==> config.mk <==
export PLATFORM = sky130hd
export DESIGN_NAME = counter_io_bank
export DESIGN_NICKNAME = d
export VERILOG_FILES = /design/src/rtl/counter_io_bank.sv
export SDC_FILE = /design/constraint.sdc
export NUM_CORES = 1
export LEC_CHECK = 0
export ABC_AREA = 1
export BUFFER_PORTS_ARGS = -buffer_cell sky130_fd_sc_hd__buf_2
export CAP_MARGIN = 20
export CORE_ASPECT_RATIO = 0.9
export CORE_MARGIN = 2
export CORE_UTILIZATION = 40
export DETAILED_ROUTE_END_ITERATION = 10
export MAX_ROUTING_LAYER = met4
export PLACE_DENSITY = 0.79
export SYNTH_ARGS = -nofsm -noshare
export SYNTH_HDL_FRONTEND = slang
export SYNTH_SLANG_ARGS = --single-unit
==> constraint.sdc <==
create_clock -name clock -period 2.3 [get_ports clock]
set_clock_uncertainty 0.1 [all_clocks]
set_input_delay 0.23 -clock clock [delete_from_list [all_inputs] [get_ports clock]]
set_output_delay 0.23 -clock clock [all_outputs]
set_load 0.02 [all_outputs]
==> src/rtl/counter_io_bank.sv <==
// ============================================================================
//  Module  : counter_io_bank
//  Purpose : Bank of independent prescaled up/down counters with wrap or
//            saturate mode, terminal-count pulses and a pad-side copy of each
//            count. The optional iCE40 SB_IO output stage is enabled by
//            defining COUNTER_IO_BANK_SBIO_EN.
//  Rev     : 1.0  initial release
// ============================================================================
`default_nettype none

module counter_io_bank #(
    parameter int          CHANNELS = 4,
    parameter int          WIDTH    = 8,
    parameter int unsigned STEP     = 1,
    parameter int          DIV      = 1,
    parameter bit          SATURATE = 1'b0
) (
    input  logic                      clock,
    input  logic                      reset,
    input  logic [CHANNELS-1:0]       en,
    input  logic [CHANNELS-1:0]       load,
    input  logic [CHANNELS-1:0]       up,
    input  logic [CHANNELS*WIDTH-1:0] load_value,
    output logic [CHANNELS*WIDTH-1:0] count,
    output logic [CHANNELS-1:0]       tc,
    output logic [CHANNELS*WIDTH-1:0] pin_out
);

    localparam logic [WIDTH-1:0] c_step = WIDTH'(STEP);
    localparam logic [WIDTH-1:0] c_max  = '1;

    for (genvar gi = 0; gi < CHANNELS; gi++) begin : g_ch
        logic [WIDTH-1:0] r_cnt;
        logic             r_tc;
        logic             w_tick;
        logic [WIDTH:0]   w_sum;
        logic [WIDTH:0]   w_diff;
        logic [WIDTH-1:0] w_next;
        logic             w_hit;

        if (DIV > 1) begin : g_pre
            localparam int PW = $clog2(DIV);
            logic [PW-1:0] r_pre;

            assign w_tick = (r_pre == PW'(DIV - 1));

            always_ff @(posedge clock or posedge reset) begin
                if (reset) begin
                    r_pre <= '0;
                end else if (load[gi]) begin
                    r_pre <= '0;
                end else if (en[gi]) begin
                    r_pre <= w_tick ? '0 : r_pre + PW'(1);
                end
            end
        end else begin : g_nopre
            assign w_tick = 1'b1;
        end

        // The extra MSB of sum/diff is the carry or borrow out of the counter.
        always_comb begin
            w_sum  = {1'b0, r_cnt} + {1'b0, c_step};
            w_diff = {1'b0, r_cnt} - {1'b0, c_step};
            w_next = r_cnt;
            w_hit  = 1'b0;
            if (SATURATE) begin
                if (up[gi]) begin
                    w_next = w_sum[WIDTH] ? c_max : w_sum[WIDTH-1:0];
                    w_hit  = (w_next == c_max) && (r_cnt != c_max);
                end else begin
                    w_next = w_diff[WIDTH] ? '0 : w_diff[WIDTH-1:0];
                    w_hit  = (w_next == '0) && (r_cnt != '0);
                end
            end else begin
                w_next = up[gi] ? w_sum[WIDTH-1:0] : w_diff[WIDTH-1:0];
                w_hit  = up[gi] ? w_sum[WIDTH] : w_diff[WIDTH];
            end
        end

        always_ff @(posedge clock or posedge reset) begin
            if (reset) begin
                r_cnt <= '0;
                r_tc  <= 1'b0;
            end else if (load[gi]) begin
                r_cnt <= load_value[gi*WIDTH +: WIDTH];
                r_tc  <= 1'b0;
            end else if (en[gi] && w_tick) begin
                r_cnt <= w_next;
                r_tc  <= w_hit;
            end else begin
                r_tc  <= 1'b0;
            end
        end

        assign count[gi*WIDTH +: WIDTH] = r_cnt;
        assign tc[gi]                   = r_tc;
    end

`ifdef COUNTER_IO_BANK_SBIO_EN
    // Count is forced to zero while reset is held, so the pad register follows it.
    for (genvar gb = 0; gb < CHANNELS*WIDTH; gb++) begin : g_pin
        SB_IO #(
            .PIN_TYPE (6'b010100),
            .PULLUP   (1'b0)
        ) u_sbio (
            .PACKAGE_PIN   (pin_out[gb]),
            .OUTPUT_CLK    (clock),
            .CLOCK_ENABLE  (1'b1),
            .OUTPUT_ENABLE (1'b1),
            .D_OUT_0       (count[gb])
        );
    end
`else
    assign pin_out = count;
`endif

endmodule

`default_nettype wire
==> impl_metrics.ini <==
[final_layout]
mostFrequentLayoutCells = buf_2, nand2_1, nor2_1, inv_1, dfrtp_1
post_route_cells_drive_above_1_share_pct = 26.64
multi_input_area_um2 = 1440
seq_area_um2 = 900.9
syn_to_final_growth_pct = 15.97
diodes = 0
nFillCells = 709
final_nets = 529
mostFrequentLayoutCell = buf_2

[cts]
clock_path_buffers = 2
root_buffer = clkbuf_8
clk_latency_ns = 0.28
path_clk_slew_ns = 0.06
cts_tree = done
cts.sinks = 36
post-cts-setup-buffers = 0
numCtsBuffers = 5
htreeDepth = 2

[yosys]
syn_nets = 449
yosysSeqAreaShare_pct = 31.94
synth_edf_count = 0
yosys_warnings = 0
postSynthAreaPerCell_um2 = 7.140
synth_cells = 395
ys.flop_type = dfrtp_1
synth_area_um2 = 2820
synth_cell_type_count = 28
synth-seq-cells = 36
async_reset_ff_share_pct = 100.0

[sta]
min_period_over_period_pct = 65.87
setup_violations = 0
finalHoldViolCount = 0
rsz0062_at_grt = no
tns_ns = 0
finalMaxSlewViolations = 0
fmax_ghz = 0.6601
worst_pin_slew_ns = 0.5552
slew_headroom_pct = 62.85
worst_slack_ns = 0.7850
layout_min_cycle_time_ns = 1.515

[hold_path]
min_path_type = primary input to flip-flop
hold_depth = 3
hold_end = g_ch[0].r_cnt[1]$_DFFE_PP0P_
hold_start = load_value[1]

[detailed_routing]
vias = 2832
via_per_inst = 5.004
drc_errors = 0
ant_nets = 0
drt_iter0_markers = 90
routedWlPerCell_um = 12.19
wl_um = 6897
firstDrtPassIters = 5

[die]
coreArea_um2 = 6930
dieHeight_um = 83.66
io_pins = 114
num_rows = 29
start_util_pct = 40.69
die_area_um2 = 7739
die_w_um = 92.51

[worst_setup_path]
cp-start-kind = flip-flop
critical_path_class = flip-flop to flip-flop
critPathMaxFanout = 6
r2r_setup_slack_ns = 0.78
cp_cell_sequence = inv_1 > ha_1 > nand2_1 > nor2_1 > nand2_1 > nand2_1 > nand2_1 > nand3_1 > nand2_1
max_stage_delay_ns = 0.43
cp.arrival_ns = 1.59
end_kind = flip-flop
slowest_stage = dfrtp_1
worst_path_most_repeated_cell = nand2_1
rr_endpoint = g_ch[0].r_cnt[6]$_DFFE_PP0P_
ff2ff_path_depth = 9
crit_required_ns = 2.37
reg2reg_from = g_ch[0].r_cnt[0]$_DFFE_PP0P_

[placement]
hpwl_um = 5380
portBuffers = 113
pre_cts_ws_ns = 0.7992
finalWeightedCongestion = 0.9701

[grt]
grt_pass1_vias = 2574
grt_pass1_wl_um = 11770
grt_max_degree = 37
track_usage_pct = 19.08
antenna_found_initial = 0
overflow = 0

[pwr]
irDropWorstVdd_v = 0.0002877
powerDensity_nw_per_um2 = 593.1
total_power_uw = 1940
p_leak_uw = 0.001754

[run_status]
status = finished, final reports clean

[flow_run]
drv_cap = 0
## logic make-up (layout without fill, tap and decap cells)
family	after synthesis	after routing	share of synthesized area [%]
xor+xnor	10	10	3.106
compound gates	62	62	14.20
flops	36	36	31.94
fa+ha+maj	8	8	3.549
simple gates	194	194	30.21
buf+inv	85	163	16.99
## cell usage after synthesis, types with 4 or more instances
master     n  share of area [%]
nor3_1     4               0.71
nand3_1   32                5.7
o221ai_1   4                1.2
ha_1       8                3.5
o211ai_1   4                1.1
buf_4     38                 10
o21ai_0   23                4.1
nand4_1    9                2.0
dfrtp_1   36                 32
xor2_1     8                2.5
a22oi_1   24                6.4
inv_1     43                5.7
nor2_1    44                5.9
nand2_1   95                 13
## worst max path at each step
stage / from / end / depth (start not counted)
floorplan: g_ch[3].r_cnt[1]$_DFFE_PP0P_ / g_ch[3].r_cnt[6]$_DFFE_PP0P_ / 8
global placement: g_ch[3].r_cnt[0]$_DFFE_PP0P_ / g_ch[3].r_cnt[6]$_DFFE_PP0P_ / 9
detailed placement: g_ch[0].r_cnt[0]$_DFFE_PP0P_ / g_ch[0].r_cnt[6]$_DFFE_PP0P_ / 9
CTS: g_ch[0].r_cnt[0]$_DFFE_PP0P_ / g_ch[0].r_cnt[6]$_DFFE_PP0P_ / 9
global route: g_ch[3].r_cnt[0]$_DFFE_PP0P_ / g_ch[3].r_cnt[6]$_DFFE_PP0P_ / 9
finish: g_ch[0].r_cnt[0]$_DFFE_PP0P_ / g_ch[0].r_cnt[6]$_DFFE_PP0P_ / 9
## through the flow
stage / instances / instance area, µm² / utilization [%] / hold slack [ns]
after global placement: 560 / 3192 / 46.06 / 0.2657
after CTS: 566 / 3271 / 47.19 / 0.04570
after global routing: 566 / 3271 / 47.19 / 0.07155
final: 566 / 3271 / 47.19 / 0.05579
after detailed placement: 560 / 3192 / 46.06 / 0.2691
after floorplan: 395 / 2820 / - / 0.2568
## sequential cells by signal, indices dropped and copies added (netlist names)
| register | flops |
|---|---|
| g_ch.r_cnt | 32 |
| g_ch.r_tc | 4 |
## critical path, delay by kind of cell, from the launching register on
family | cells | cell delay [ns]
DFF | 1 | 0.43
adders and majority gates | 1 | 0.18
buffers and inverters | 1 | 0.12
and+or+nand+nor | 7 | 0.57
## power by group
part	internal [µW]	switching, µW	leakage [µW]
sequential	701	138	0.000445
clock	195	198	0.0000359
combinational	254	454	0.00127
## final cells by class
class / count / share of cell area (%)
clock buffer: 5 / 2.104
inverter: 43 / 4.935
sequential: 36 / 27.54
multi-input combinational: 274 / 44.03
tap: 93 / 3.558
timing repair buffer: 115 / 17.83
## what timing repair did
item,CTS,global route
hold endpoints to repair,36,0
resized for setup,0,0
hold buffers,1,0
setup endpoints to repair,0,0
## layer usage
metal	global-route usage (%)	wire length [µm]
met5	-	0
met1	25.34	3180
met2	29.46	3230
met4	6.920	133
met3	3.162	352
Note: power is estimated with default switching activity, not from simulation.
